==> src/rtl/serial_chunk_adder_if.sv <==
// Operand/result handshake bundle for serial_chunk_adder.
// Optional sub/ovf signals exist only when SERIAL_ADD_SUB_EN is defined.
interface serial_chunk_adder_if #(
  parameter int unsigned WIDTH = 32
);
  logic             in_valid;
  logic             in_ready;
  logic [WIDTH-1:0] a;
  logic [WIDTH-1:0] b;
  logic             cin;
  logic             out_valid;
  logic             out_ready;
  logic [WIDTH-1:0] sum;
  logic             cout;
`ifdef SERIAL_ADD_SUB_EN
  logic             sub;
  logic             ovf;
`endif

  // Producer/consumer side: drives operands and result acceptance.
  modport master (
    output in_valid, a, b, cin, out_ready,
`ifdef SERIAL_ADD_SUB_EN
    output sub,
    input  ovf,
`endif
    input  in_ready, out_valid, sum, cout
  );

  // Adder side.
  modport slave (
    input  in_valid, a, b, cin, out_ready,
`ifdef SERIAL_ADD_SUB_EN
    input  sub,
    output ovf,
`endif
    output in_ready, out_valid, sum, cout
  );
endinterface

==> src/rtl/serial_chunk_adder.sv <==
// Multi-cycle adder: one CHUNK-bit slice per clock, LSB slice first, with a
// registered carry between slices and valid/ready on both sides.
// Optional feature macro: SERIAL_ADD_SUB_EN (adds sub input and ovf output).
module serial_chunk_adder #(
  parameter int unsigned WIDTH = 32,
  parameter int unsigned CHUNK = 8
) (
  input  logic                clk,
  input  logic                rst_n,
  serial_chunk_adder_if.slave bus
);

  localparam int unsigned NSLICE = WIDTH / CHUNK;
  localparam int unsigned IDXW   = (NSLICE > 1) ? $clog2(NSLICE) : 1;

  // Reject illegal slicing at elaboration.
  if (CHUNK < 1 || CHUNK > WIDTH || (WIDTH % CHUNK) != 0) begin : g_bad_cfg
    $error("serial_chunk_adder: CHUNK must divide WIDTH and lie in 1..WIDTH");
  end

  typedef enum logic [1:0] {
    IDLE = 2'd0,
    RUN  = 2'd1,
    DONE = 2'd2
  } state_e;

  state_e           state_q, state_d;
  logic [WIDTH-1:0] a_q, a_d;
  logic [WIDTH-1:0] b_q, b_d;
  logic [WIDTH-1:0] sum_q, sum_d;
  logic [IDXW-1:0]  idx_q, idx_d;
  logic             carry_q, carry_d;
  logic             cout_q, cout_d;
  logic             in_ready_q, in_ready_d;
  logic             out_valid_q, out_valid_d;
  logic [CHUNK:0]   slice_sum;
  logic             msb_cin;
`ifdef SERIAL_ADD_SUB_EN
  logic             ovf_q, ovf_d;
`endif

  // Current slice: operands shift right each RUN cycle, so the low CHUNK bits
  // are always the slice being added.
  always_comb begin
    slice_sum = {1'b0, a_q[CHUNK-1:0]} + {1'b0, b_q[CHUNK-1:0]}
              + (CHUNK+1)'(carry_q);
    msb_cin   = a_q[CHUNK-1] ^ b_q[CHUNK-1] ^ slice_sum[CHUNK-1];
  end

  // Next-state and datapath update.
  always_comb begin
    state_d = state_q;
    a_d     = a_q;
    b_d     = b_q;
    sum_d   = sum_q;
    idx_d   = idx_q;
    carry_d = carry_q;
    cout_d  = cout_q;
`ifdef SERIAL_ADD_SUB_EN
    ovf_d   = ovf_q;
`endif
    unique case (state_q)
      IDLE: begin
        if (bus.in_valid) begin
          a_d     = bus.a;
          idx_d   = '0;
`ifdef SERIAL_ADD_SUB_EN
          b_d     = bus.sub ? ~bus.b : bus.b;
          carry_d = bus.cin ^ bus.sub;
`else
          b_d     = bus.b;
          carry_d = bus.cin;
`endif
          state_d = RUN;
        end
      end
      RUN: begin
        sum_d[32'(idx_q) * CHUNK +: CHUNK] = slice_sum[CHUNK-1:0];
        carry_d = slice_sum[CHUNK];
        a_d     = a_q >> CHUNK;
        b_d     = b_q >> CHUNK;
        idx_d   = idx_q + IDXW'(1);
        if (idx_q == IDXW'(NSLICE - 1)) begin
          cout_d  = slice_sum[CHUNK];
`ifdef SERIAL_ADD_SUB_EN
          ovf_d   = msb_cin ^ slice_sum[CHUNK];
`endif
          state_d = DONE;
        end
      end
      DONE: begin
        if (bus.out_ready) state_d = IDLE;
      end
      default: state_d = IDLE;
    endcase
    in_ready_d  = (state_d == IDLE);
    out_valid_d = (state_d == DONE);
  end

  // State and datapath registers with synchronous reset.
  always_ff @(posedge clk) begin
    if (!rst_n) begin
      state_q     <= IDLE;
      a_q         <= '0;
      b_q         <= '0;
      sum_q       <= '0;
      idx_q       <= '0;
      carry_q     <= 1'b0;
      cout_q      <= 1'b0;
      in_ready_q  <= 1'b1;
      out_valid_q <= 1'b0;
`ifdef SERIAL_ADD_SUB_EN
      ovf_q       <= 1'b0;
`endif
    end else begin
      state_q     <= state_d;
      a_q         <= a_d;
      b_q         <= b_d;
      sum_q       <= sum_d;
      idx_q       <= idx_d;
      carry_q     <= carry_d;
      cout_q      <= cout_d;
      in_ready_q  <= in_ready_d;
      out_valid_q <= out_valid_d;
`ifdef SERIAL_ADD_SUB_EN
      ovf_q       <= ovf_d;
`endif
    end
  end

  assign bus.in_ready  = in_ready_q;
  assign bus.out_valid = out_valid_q;
  assign bus.sum       = sum_q;
  assign bus.cout      = cout_q;
`ifdef SERIAL_ADD_SUB_EN
  assign bus.ovf       = ovf_q;
`endif

endmodule

==> src/flat_wrapper.sv <==
// flat-port wrapper written by rule: the top's interface ports become plain ports
module serial_chunk_adder_flat 
#(
  parameter int unsigned WIDTH = 32,
  parameter int unsigned CHUNK = 8
)
  (clk, rst_n, bus_in_valid, bus_a, bus_b, bus_cin, bus_out_ready, bus_in_ready, bus_out_valid, bus_sum, bus_cout);
  serial_chunk_adder_if #(.WIDTH(WIDTH)) bus_i ();
  input  logic clk;
  input  logic rst_n;
  input wire logic [$bits(bus_i.in_valid)-1:0] bus_in_valid;
  input wire logic [$bits(bus_i.a)-1:0] bus_a;
  input wire logic [$bits(bus_i.b)-1:0] bus_b;
  input wire logic [$bits(bus_i.cin)-1:0] bus_cin;
  input wire logic [$bits(bus_i.out_ready)-1:0] bus_out_ready;
  output wire logic [$bits(bus_i.in_ready)-1:0] bus_in_ready;
  output wire logic [$bits(bus_i.out_valid)-1:0] bus_out_valid;
  output wire logic [$bits(bus_i.sum)-1:0] bus_sum;
  output wire logic [$bits(bus_i.cout)-1:0] bus_cout;
  assign bus_i.in_valid = bus_in_valid;
  assign bus_i.a = bus_a;
  assign bus_i.b = bus_b;
  assign bus_i.cin = bus_cin;
  assign bus_i.out_ready = bus_out_ready;
  assign bus_in_ready = bus_i.in_ready;
  assign bus_out_valid = bus_i.out_valid;
  assign bus_sum = bus_i.sum;
  assign bus_cout = bus_i.cout;
  serial_chunk_adder #(.WIDTH(WIDTH), .CHUNK(CHUNK)) u_core (.clk(clk), .rst_n(rst_n), .bus(bus_i));
endmodule
==> config.mk <==
export PLATFORM = sky130hd
export DESIGN_NAME = serial_chunk_adder_flat
export DESIGN_NICKNAME = d
export VERILOG_FILES = /design/src/rtl/serial_chunk_adder_if.sv /design/src/rtl/serial_chunk_adder.sv /design/src/flat_wrapper.sv
export SDC_FILE = /design/constraint.sdc
export NUM_CORES = 1
export LEC_CHECK = 0
export ABC_AREA = 1
export BUFFER_PORTS_ARGS = -buffer_cell sky130_fd_sc_hd__buf_2
export CELL_PAD_IN_SITES_DETAIL_PLACEMENT = 0
export CELL_PAD_IN_SITES_GLOBAL_PLACEMENT = 1
export CORE_ASPECT_RATIO = 1.25
export CORE_UTILIZATION = 41
export DETAILED_ROUTE_END_ITERATION = 6
export PLACE_DENSITY = 0.93
export SLEW_MARGIN = 20
export SYNTH_ARGS = -nofsm -noshare
export SYNTH_HDL_FRONTEND = slang
export SYNTH_SLANG_ARGS = --single-unit
==> constraint.sdc <==
create_clock -name clk -period 3.4 [get_ports clk]
set_input_delay 0.34 -clock clk [delete_from_list [all_inputs] [get_ports clk]]
set_output_delay 0.34 -clock clk [all_outputs]
set_load 0.005 [all_outputs]
== Word-level counts from Yosys, hierarchy flattened ==
Cells that the tools add are included.
Operators by class
  add/subtract/negate cells: 4
  eq/ne operators: 5
  shift operators: 2
  muxes and demuxes: 13
  reductions and logical operators: 5
Operator list (number)
  $pmux 32 s2: 2
  $mux 32: 2
  $neg 5->34: 1
  $shift 8x34->32 const A: 1
  $shiftx 8x34->32: 1
  $bwmux 32: 1
  $add 8x8->9: 1
  $add 9x1->9: 1
  $mux 2: 4
  $eq 2x2->1 const B: 3
  $pmux 2 s3: 1
  $logic_not 2->1: 2
  $pmux 2 s2: 1
  $reduce_and 2->1: 2
  $add 2x1->2 const B: 1
  $eq 2x1->1 const B: 1
  $ne 2x2->1 const B: 1
  $pmux 1 s2: 1
  $reduce_bool 2->1: 1
  $mux 1: 1
Word-level totals
  flip-flop bits (word level): 104
  output and inout port bits: 35
  word-level logic and storage cells: 38

== Depth between registers and ports, before layout ==
Gate-level depths: netlist (run 1).
  word-level depth: 4
  gate-level depth with buffers: 11
  mapped depth without buffers: 11

== Worst setup path before layout (run 1) ==
Ideal clock, no wire load.
  path type: reg-to-reg
  start point: register u_core.carry_q
  end point: register u_core.sum_q[30], in the netlist u_core.bus.sum[30]
  setup time: 0.071 ns
  arrival: 1.820 ns
  data required time: 3.329 ns
  slack: 1.510 ns
  stages on the path, launching flop included: 12
  cell sequence: dfxtp_1 fa_1 fa_1 nand2_1 nand2_1 nand3_1 nand2_1 nand2_1 nand3_1 nor2_1 nand2_1 a21oi_1
On the way
  cells in the longest elaborated chain, start to end: 3
Ends and longest elaborated chain
  start: declaration: RTL line serial_chunk_adder.sv:32  | logic carry_q, carry_d;
  start signal: assignment: RTL line serial_chunk_adder.sv:121  | carry_q <= carry_d;
  $add 9x1->9: RTL line serial_chunk_adder.sv:46  | + (CHUNK+1)'(carry_q);
  $shiftx 8x34->32: RTL line serial_chunk_adder.sv:78  | sum_d[32'(idx_q) * CHUNK +: CHUNK] = slice_sum[CHUNK-1:0];
  $bwmux 32: RTL line serial_chunk_adder.sv:78
  end signal: assignment: RTL line serial_chunk_adder.sv:119  | sum_q <= sum_d;
  end: declaration: RTL line serial_chunk_adder.sv:30  | logic [WIDTH-1:0] sum_q, sum_d;
No other way between the ends.
A chain may end at the register's enable or synchronous reset.

== Worst setup path after layout (run 1) ==
  start point: register u_core.idx_q[0]
  end point: register u_core.sum_q[14], in the netlist u_core.bus.sum[14]
On the way
  cells in the longest elaborated chain, start to end: 3
  elaborated cells on any way between the ends: 4
Ends and longest elaborated chain
  start: declaration: RTL line serial_chunk_adder.sv:31  | logic [IDXW-1:0] idx_q, idx_d;
  start signal: assignment: RTL line serial_chunk_adder.sv:120  | idx_q <= idx_d;
  $neg 5->34 *: RTL line serial_chunk_adder.sv:78
  $shiftx 8x34->32 or $shift 8x34->32 (tied branches): RTL line serial_chunk_adder.sv:78
  $bwmux 32 *: RTL line serial_chunk_adder.sv:78
Every way passes the cells marked *; elsewhere a longest branch is shown, timed or not.

==> results of run 1 <==
power groups by stage:
stage / Combinational (mW) / Clock, mW / Sequential (mW)
after CTS: 0.428 / 1.20 / 1.35
after detailed placement: 0.424 / 0 / 1.37
after global routing: 0.485 / 1.25 / 1.36
after floorplan: 0.310 / 0 / 1.36
after global placement: 0.415 / 0 / 1.37
final: 0.426 / 1.19 / 1.35
state kept, by name, summed over array words and instances, names as in the netlist:
name,cells
u_core.state_q,2
u_core.idx_q,2
u_core.bus.out_valid,1
u_core.b_q,32
u_core.carry_q,1
u_core.bus.cout,1
u_core.bus.sum,32
u_core.a_q,32
u_core.bus.in_ready,1
cell families (layout without fill, tap and decap cells):
kind of cell    after synthesis  after routing
compound gates              150            150
xor+xnor                      3              3
fa+ha+maj                    15             15
buf+inv                      59            149
flops                       104            104
simple gates                262            262
stage by stage:
step                      setup slack (ps)  instances  area (um^2)
after floorplan                       1510        593         4499
after global placement                1247        799         5060
after detailed placement              1226        799         5060
after CTS                             1173        815         5406
after global routing                 961.9        815         5406
final                                 1149        815         5406
layer usage:
metal  wire [um]  share of wire  track usage  vias to the layer above
met3         529          0.048      0.04023                       15
met5           0              0            0                        -
met4         213          0.019      0.07276                        0
met1        4915           0.45       0.2622                     1897
met2        5340           0.49       0.3210                      108
li1            -              -            -                     2161
final cells by class:
class,instances,area [um^2]
clock inverter,5,103.9
clock buffer,11,242.7
tap,132,165.2
multi-input combinational,430,2162
timing repair buffer,109,560.5
inverter,24,90.09
fill,1060,5209
sequential,104,2082
path summary, 6_finish.rpt:
check                                        from            endpoint  slack (ps)
worst max-delay path              u_core.idx_q[0]  u_core.bus.sum[14]        1150
worst min-delay path                    bus_a[20]      u_core.a_q[20]         230
worst max register to register    u_core.idx_q[0]  u_core.bus.sum[14]        1150
worst min register to register  u_core.bus.sum[0]   u_core.bus.sum[0]         460
critical path, stage by stage, from the launching register on:
cell and delay, ps:
sky130_fd_sc_hd__dfxtp_1 650, sky130_fd_sc_hd__inv_1 270, sky130_fd_sc_hd__ha_1 260, sky130_fd_sc_hd__inv_1 450
sky130_fd_sc_hd__nand3_1 160, sky130_fd_sc_hd__nor2_1 150, sky130_fd_sc_hd__nand2_1 70, sky130_fd_sc_hd__a21oi_1 150
cell usage in the layout, fill, tap and decap left out, drive strengths merged:
master | netlist | layout
xor2 | 3 | 3
a22oi | 8 | 8
clkinv | 1 | 3
nand3 | 16 | 16
fa | 2 | 2
bufinv | 0 | 3
buf | 21 | 109
nand3b | 1 | 1
dfxtp | 104 | 104
nor4 | 1 | 1
nand4 | 10 | 10
a211oi | 1 | 1
o21ai | 39 | 39
ha | 13 | 13
nand2 | 214 | 214
inv | 23 | 23
clkbuf | 14 | 11
a21oi | 61 | 61
or2 | 2 | 2
nor2 | 18 | 18
o211ai | 1 | 1
a31oi | 40 | 40
==> impl_metrics.yaml, run 1 <==
critical_path:
  ff2ff_path_depth: 7
  critPathKind: "register to register"
  required_ps: 3660
  critPathMaxFanout: 21
  crit_path_capture_type: "register"
  timing.critical_path.from_type: "register"
  critical_path_arrival_ps: 2510
synthesis:
  synth-compound-area-share: 0.1835
  yosys-mux-area-fraction: 0
  synth_area_per_cell_um2: 7.587
  post_synth_fa_ha_maj_area_fraction: 0.04505
  synth_largest_area_cell: "sky130_fd_sc_hd__dfxtp_1"
  yosys_warnings: 0
  syn-instance-count: 593
  post_synth_instance_area_mm2: 0.004499
  post_synthesis_simple_gate_area_fraction: 0.2456
  seq_area_frac_synth: 0.4627
  nets_in_the_synthesized_netlist: 677
  synth_top_family_by_area: "simple AND/OR/NAND/NOR gates"
  synth.top_cells.by_area: "sky130_fd_sc_hd__dfxtp_1 46%, sky130_fd_sc_hd__nand2_1 18%, sky130_fd_sc_hd__a21oi_1 6.8%"
  synth_xor_area_frac: 0.005840
  postSynthRegisterBits: 104
  ys.flop_type: "sky130_fd_sc_hd__dfxtp_1"
  synth_edf_count: 0
  yosys-top-cells-count: "211 x sky130_fd_sc_hd__nand2_1, 104 x sky130_fd_sc_hd__dfxtp_1, 61 x sky130_fd_sc_hd__a21oi_1, 40 x sky130_fd_sc_hd__a31oi_1, 35 x sky130_fd_sc_hd__o21ai_0"
  yosysTopAreaCellShare: 0.4627
  count_leader_synth: "sky130_fd_sc_hd__nand2_1"
  asr_flop_ratio_synth: 0
  post_synth_num_cell_types: 29
grt:
  global_route_wire_length_before_repair_mm: 17.69
  antenna_found_initial: 0
  grt_start_max_net_pins: 62
  grt_usage: 0.1998
  vias_in_the_first_global_route: 3761
  grt_overflow_total: 0
detailed_routing:
  dr_total_vias: 4181
  route.detailed.wl_per_inst_um: 13.49
  remaining_drc_errors: 0
  drtAntennaViolNets: 0
  finalWirelength_mm: 11.00
  drt-initial-drc-count: 247
  drt_first_pass_iters: 4
  vias_per_cell: 5.130
final_layout:
  utilization: 0.5093
  final_net_count: 762
  antenna_cells_inserted: 0
  syn2layout_area_growth_pct: 20.16
  layout-drive-gt1-share: 0.2035
floorplan:
  die_area_mm2: 0.01140
  floorplan.initialDensity: 0.4239
  vert_die_dim_um: 119.1
  core-area_mm2: 0.01062
  floorplan.die.width_um: 95.70
  num_io_pins: 104
  rows: 42
cts:
  tritoncts_clock_tree: "yes"
  number_of_buffers_inserted_during_clock_tree_synthesis: 9
  post_cts_resize_count: 0
  clock-root-buffer: "sky130_fd_sc_hd__clkbuf_16"
  cts.sink_count: 104
  ctsLongestPathBuffers: 2
  cts.htree.levels: 3
  postCtsHoldBufs: 0
  clk_pin_slew_ps: 70
  cts_setup_buffers: 0
  clk-insertion-delay-late_ps: 350
power_and_ir_drop:
  power.share.combinational: 0.144
  sequentialPowerShare: 0.456
  vdd_drop_max_mv: 0.3689
  switching_share: 0.2608
  leakage_nw: 2.348
  power_density_mw_per_mm2: 547.6
  clkPwrFrac: 0.400
  fin_total_pwr_mw: 2.961
  power_report.internal_total_mw: 2.188
  switchingPower_uw: 772.3
timing:
  skew_ps: 11.63
  holdWs_ps: 233.2
  setup_viol: 0
  rsz0062_at_grt: "no"
  setup_tns_ps: 0
  slew-limit-headroom: 0.5626
  finalHoldViolCount: 0
  worst_pin_slew_ps: 655.2
  fin_crit_sh: 0.6622
  fmax_mhz: 444.2
  fin_crit_ps: 2251
  timing.final.max_slew_violations: 0
min_path:
  min-delay-path-class: "input pin to register"
  holdPathStages: 3
placed_design:
  dp.final_hpwl_mm: 7.595
  routabilityCongestion: 0.8236
  port_buffers: 103
job:
  drv.max_cap_violation_count: 0
outcome:
  run_status: "finished clean"
(Power assumes the default switching activity.)
==> run 2: changes to the inputs <==
CORE_UTILIZATION = 38   (was 41)
PLACE_DENSITY = 0.87   (was 0.93)
clock period = 2.1 ns   (was 3.4 ns; I/O delays follow)
==> run 2 against run 1 <==
Compared with the run above: sequential power grew 61%; global-route usage shrank 0.56 points; fmax grew 17%; routed wire length grew 3.2%; cell count grew 0.98%; hold slack lost 120 ps; clock-buffer cell count is the same; total power grew 50%; register-to-register slack lost 970 ps; critical path depth grew 4; via count grew 1.5%.
==> impl_metrics.yaml, run 2 (synthesis gave the netlist of run 1 again) <==
detailed_routing:
  drt_first_pass_iters: 6
  route.detailed.wl_per_inst_um: 13.79
  finalWirelength_mm: 11.35
  drt-initial-drc-count: 221
  dr_total_vias: 4244
  vias_per_cell: 5.157
  remaining_drc_errors: 0
  drtAntennaViolNets: 0
cts:
  post_cts_resize_count: 0
  cts.sink_count: 104
  tritoncts_clock_tree: "yes"
  ctsLongestPathBuffers: 2
  clock-root-buffer: "sky130_fd_sc_hd__clkbuf_16"
  clk-insertion-delay-late_ps: 340
  cts_setup_buffers: 0
  number_of_buffers_inserted_during_clock_tree_synthesis: 9
  cts.htree.levels: 3
  postCtsHoldBufs: 0
  clk_pin_slew_ps: 70
power_and_ir_drop:
  switchingPower_mw: 1.247
  power.share.combinational: 0.165
  fin_total_pwr_mw: 4.432
  switching_share: 0.2813
  power_density_mw_per_mm2: 821.3
  clkPwrFrac: 0.344
  sequentialPowerShare: 0.491
  power_report.internal_total_mw: 3.185
  vdd_drop_max_mv: 0.4494
  leakage_nw: 2.331
timing:
  fin_crit_sh: 0.9134
  finalHoldViolCount: 0
  fin_crit_ps: 1918
  slew-limit-headroom: 0.6020
  pnr_worst_setup_slack_ps: 181.9
  setup_tns_ps: 0
  skew_ps: 3.388
  timing.final.max_slew_violations: 0
  setup_viol: 0
  fmax_mhz: 521.3
  rsz0062_at_grt: "no"
  worst_pin_slew_ps: 596.1
placed_design:
  place_ws_ps: 72.61
  routabilityCongestion: 0.9199
  placed_area_mm2: 0.005110
  dp.final_hpwl_mm: 8.011
  port_buffers: 103
grt:
  grt_start_max_net_pins: 56
  grt_usage: 0.1941
  grt_overflow_total: 0
  global_route_wire_length_before_repair_mm: 18.72
  vias_in_the_first_global_route: 3981
  antenna_found_initial: 0
critical_path:
  critPathSlowestCell: "sky130_fd_sc_hd__fa_2"
  crit_path_end: "u_core.bus.sum[30]"
  timing.critical_path.buf_inv: 0
  ff2ff_path_depth: 11
  path_depth: 11
  critical_path_arrival_ps: 2190
  critical-path-max-stage-delay_ps: 410
  crit_path_cell_trace: "fa_2, fa_2, nand2_1, nand2_1, nand3_1, nand2_1, nand2_1, nand3_1, nor2_2, nand2_1, a21oi_1"
  critPathMaxFanout: 3
  crit_path_capture_type: "register"
  critPathKind: "register to register"
  reg2reg_from: "u_core.carry_q"
  regToRegEndpoint: "u_core.bus.sum[30]"
  critPathMostFrequentCell: "sky130_fd_sc_hd__nand2_1"
  worst_path_dominant_cell_family: "adder cells"
  critical_path.startpoint: "u_core.carry_q"
  required_ps: 2380
  rrSetupSlack_ps: 180
  timing.critical_path.from_type: "register"
final_layout:
  antenna_cells_inserted: 0
  layout-drive-gt1-share: 0.2146
  final_common_cell: "sky130_fd_sc_hd__nand2_1"
  most_frequent_cells_in_the_layout: "211 x sky130_fd_sc_hd__nand2_1, 104 x sky130_fd_sc_hd__dfxtp_1, 103 x sky130_fd_sc_hd__buf_2"
  final_net_count: 766
  postLayoutCellArea_mm2: 0.005396
  fillCellCount: 1194
  syn2layout_area_growth_pct: 19.94
floorplan:
  floorplan.initialDensity: 0.3892
  rows: 44
  vert_die_dim_um: 123.7
  num_io_pins: 104
  core-area_mm2: 0.01156
  floorplan.die.width_um: 99.33
  die_area_mm2: 0.01228
outcome:
  run_status: "finished clean"
min_path:
  holdPathStages: 3
  min-delay-path-class: "input pin to register"
job:
  drv.max_cap_violation_count: 0
## run 2: cell count changes in the layout (fill, tap and decap cells not counted), moves of 2 or more
cell	before	now
sky130_fd_sc_hd__fa_2	0	2
sky130_fd_sc_hd__bufinv_16	3	0
sky130_fd_sc_hd__clkinvlp_4	0	2
sky130_fd_sc_hd__buf_4	6	9
sky130_fd_sc_hd__fa_1	2	0
## run 2: worst min path at each step
| stage | slack [ps] | endpoint | start |
|---|---|---|---|
| final | 120 | u_core.a_q[30] | bus_a[30] |
| after global routing | 110 | u_core.a_q[30] | bus_a[30] |
| after CTS | 110 | u_core.a_q[29] | bus_a[29] |
| after detailed placement | 450 | u_core.bus.sum[3] | u_core.bus.sum[3] |
| after global placement | 450 | u_core.a_q[26] | u_core.a_q[26] |
| after floorplan | 350 | u_core.b_q[0] | rst_n |
## run 2: cell type report
| cell class | count | area (um^2) | share of cell area |
|---|---|---|---|
| multi-input combinational | 430 | 2186 | 0.4051 |
| sequential | 104 | 2082 | 0.3858 |
| timing repair buffer | 113 | 603.1 | 0.1118 |
| clock buffer | 11 | 242.7 | 0.04498 |
| tap | 138 | 172.7 | 0.03200 |
| inverter | 24 | 90.09 | 0.01669 |
| clock inverter | 3 | 20.02 | 0.003710 |
## run 2: metal layers
layer  up-vias  share of wire  global-route usage
met1      1922           0.45              0.2464
met5         -              0                   0
met3        24          0.044             0.02637
met4         0          0.030              0.1002
met2       127           0.47              0.3238
li1       2171              -                   -
## run 2: power groups by stage
stage / Clock [mW] / Combinational, mW / Sequential (mW)
after floorplan: 0 / 0.502 / 2.20
after global placement: 0 / 0.710 / 2.22
after detailed placement: 0 / 0.727 / 2.22
after CTS: 1.55 / 0.729 / 2.18
after global routing: 1.64 / 0.830 / 2.19
final: 1.52 / 0.731 / 2.18
## run 2: worst min-delay path: cells and delay by family
| family | cells | cell delay, ps |
|---|---|---|
| and+or+nand+nor | 1 | 50 |
| AOI/OAI and AO/OA | 1 | 50 |
| buffers and inverters | 1 | 90 |
## run 2: metrics by stage
stage	hold WS (ps)	cells	utilization
after floorplan	348.3	593	-
after global placement	448.8	809	0.4420
after detailed placement	453.9	809	0.4420
after CTS	106.8	823	0.4647
after global routing	107.9	823	0.4668
final	115.4	823	0.4668
==> run 3: changes to the inputs <==
CORE_ASPECT_RATIO = not set   (was 1.25)
==> run 3 against run 2 <==
Compared with the run above: total power rose by 4.6%; non-clock buffer count did not move; core utilization rose by 0.71 points; register-to-register slack got worse by 40 ps; critical path type unchanged; fmax fell by 1.9%; via count fell by 1.3%; cell count rose by 0.85%.
==> impl_metrics.yaml, run 3 (synthesis gave the netlist of run 1 again) <==
detailed_routing:
  drt_first_pass_iters: 6
  drtAntennaViolNets: 0
  drt-initial-drc-count: 225
  vias_per_cell: 5.047
  finalWirelength_mm: 11.44
  dr_total_vias: 4189
  route.detailed.wl_per_inst_um: 13.78
  remaining_drc_errors: 0
final_layout:
  antenna_cells_inserted: 0
  syn2layout_area_growth_pct: 20.77
  final_net_count: 766
  final_common_cell: "sky130_fd_sc_hd__nand2_1"
  layout-drive-gt1-share: 0.2140
  fillCellCount: 1148
  layout.cells.non_filler: 830
  most_frequent_cells_in_the_layout: "210 x sky130_fd_sc_hd__nand2_1, 104 x sky130_fd_sc_hd__dfxtp_1, 103 x sky130_fd_sc_hd__buf_2"
  postLayoutCellArea_mm2: 0.005434
floorplan:
  floorplan.die.width_um: 110.8
  rows: 39
  num_io_pins: 104
  floorplan.initialDensity: 0.3924
  vert_die_dim_um: 110.8
  core-area_mm2: 0.01147
  die_area_mm2: 0.01228
cts:
  ctsLongestPathBuffers: 2
  cts.sink_count: 104
  postCtsHoldBufs: 0
  cts.htree.levels: 3
  clk_pin_slew_ps: 70
  number_of_buffers_inserted_during_clock_tree_synthesis: 9
  cts_setup_buffers: 0
  clock-root-buffer: "sky130_fd_sc_hd__clkbuf_16"
  post_cts_resize_count: 0
  clk-insertion-delay-late_ps: 350
  tritoncts_clock_tree: "yes"
outcome:
  run_status: "finished clean"
placed_design:
  placed_cells: 814
  placed_area_mm2: 0.005116
  dp.final_hpwl_mm: 8.053
  routabilityCongestion: 0.8945
  port_buffers: 103
grt:
  grt_start_max_net_pins: 58
  grt_usage: 0.1885
  antenna_found_initial: 0
  vias_in_the_first_global_route: 3988
  global_route_wire_length_before_repair_mm: 18.85
  grt_overflow_total: 0
timing:
  slew-limit-headroom: 0.5807
  setup_tns_ps: 0
  fmax_mhz: 511.4
  setup_viol: 0
  fin_crit_ps: 1955
  fin_crit_sh: 0.9311
  worst_pin_slew_ps: 628.0
  skew_ps: 7.325
  timing.final.max_slew_violations: 0
  finalHoldViolCount: 0
critical_path:
  critPathMaxFanout: 3
  critical-path-max-stage-delay_ps: 410
  critical_path_arrival_ps: 2240
  crit_path_cell_trace: "fa_2, fa_2, nand2_1, nand2_1, nand3_1, nand2_1, nand2_2, nand3_1, nor2_2, nand2_1, a21oi_1"
  required_ps: 2380
  critPathSlowestCell: "sky130_fd_sc_hd__fa_2"
  worst_path_dominant_cell_family: "adder cells"
  crit_path_capture_type: "register"
  critPathMostFrequentCell: "sky130_fd_sc_hd__nand2_1"
  timing.critical_path.from_type: "register"
  critPathKind: "register to register"
  timing.critical_path.buf_inv: 0
min_path:
  min-delay-path-class: "input pin to register"
power_and_ir_drop:
  leakage_nw: 2.350
  fin_total_pwr_mw: 4.636
  vdd_drop_max_mv: 0.4483
  power_density_mw_per_mm2: 853.2
job:
  drv.max_cap_violation_count: 0
## run 3: through the flow
step / setup slack (ps) / utilization / hold slack (ps)
2_1_floorplan: 209.7 / - / 348.3
3_3_place_gp: 114.1 / 0.4462 / 449.8
3_5_place_dp: 42.82 / 0.4462 / 453.9
4_1_cts: 5.103 / 0.4730 / 97.15
5_1_grt: -6.704 / 0.4739 / 108.0
6_report: 144.7 / 0.4739 / 101.4
## run 3: routing by layer
layer | vias up | global-route usage | wire length (um)
li1 | 2169 | - | -
met1 | 1914 | 0.2452 | 5516
met2 | 90 | 0.3118 | 5288
met3 | 16 | 0.03663 | 460
met4 | 0 | 0.06489 | 172
met5 | - | 0 | 0
## run 3: path summary, 6_finish.rpt
path | startpoint | endpoint | slack [ps] | depth (start not counted)
worst max register to register | u_core.carry_q | u_core.bus.sum[14] | 140 | 11
worst min register to register | u_core.bus.sum[31] | u_core.bus.sum[31] | 460 | 2
worst min-delay path | bus_a[21] | u_core.a_q[21] | 100 | 3
worst max-delay path | u_core.carry_q | u_core.bus.sum[14] | 140 | 11
## run 3: layout make-up
cell class,instances,area [um^2],area share
clock inverters,4,51.30,0.009440
well taps,143,178.9,0.03293
multi-input cells,430,2172,0.3997
repair buffers,113,603.1,0.1110
clock buffers,12,256.5,0.04720
flip-flops and latches,104,2082,0.3831
inverters,24,90.09,0.01658
## run 3: power by group
group | switching (mW) | internal (mW)
logic | 0.464 | 0.260
clock network | 0.741 | 0.992
registers | 0.0765 | 2.10
total | 1.28 | 3.35
## run 3: worst min-delay path: stages
cell and delay (ps):
sky130_fd_sc_hd__buf_2 90, sky130_fd_sc_hd__nand2_1 50, sky130_fd_sc_hd__a21oi_1 50
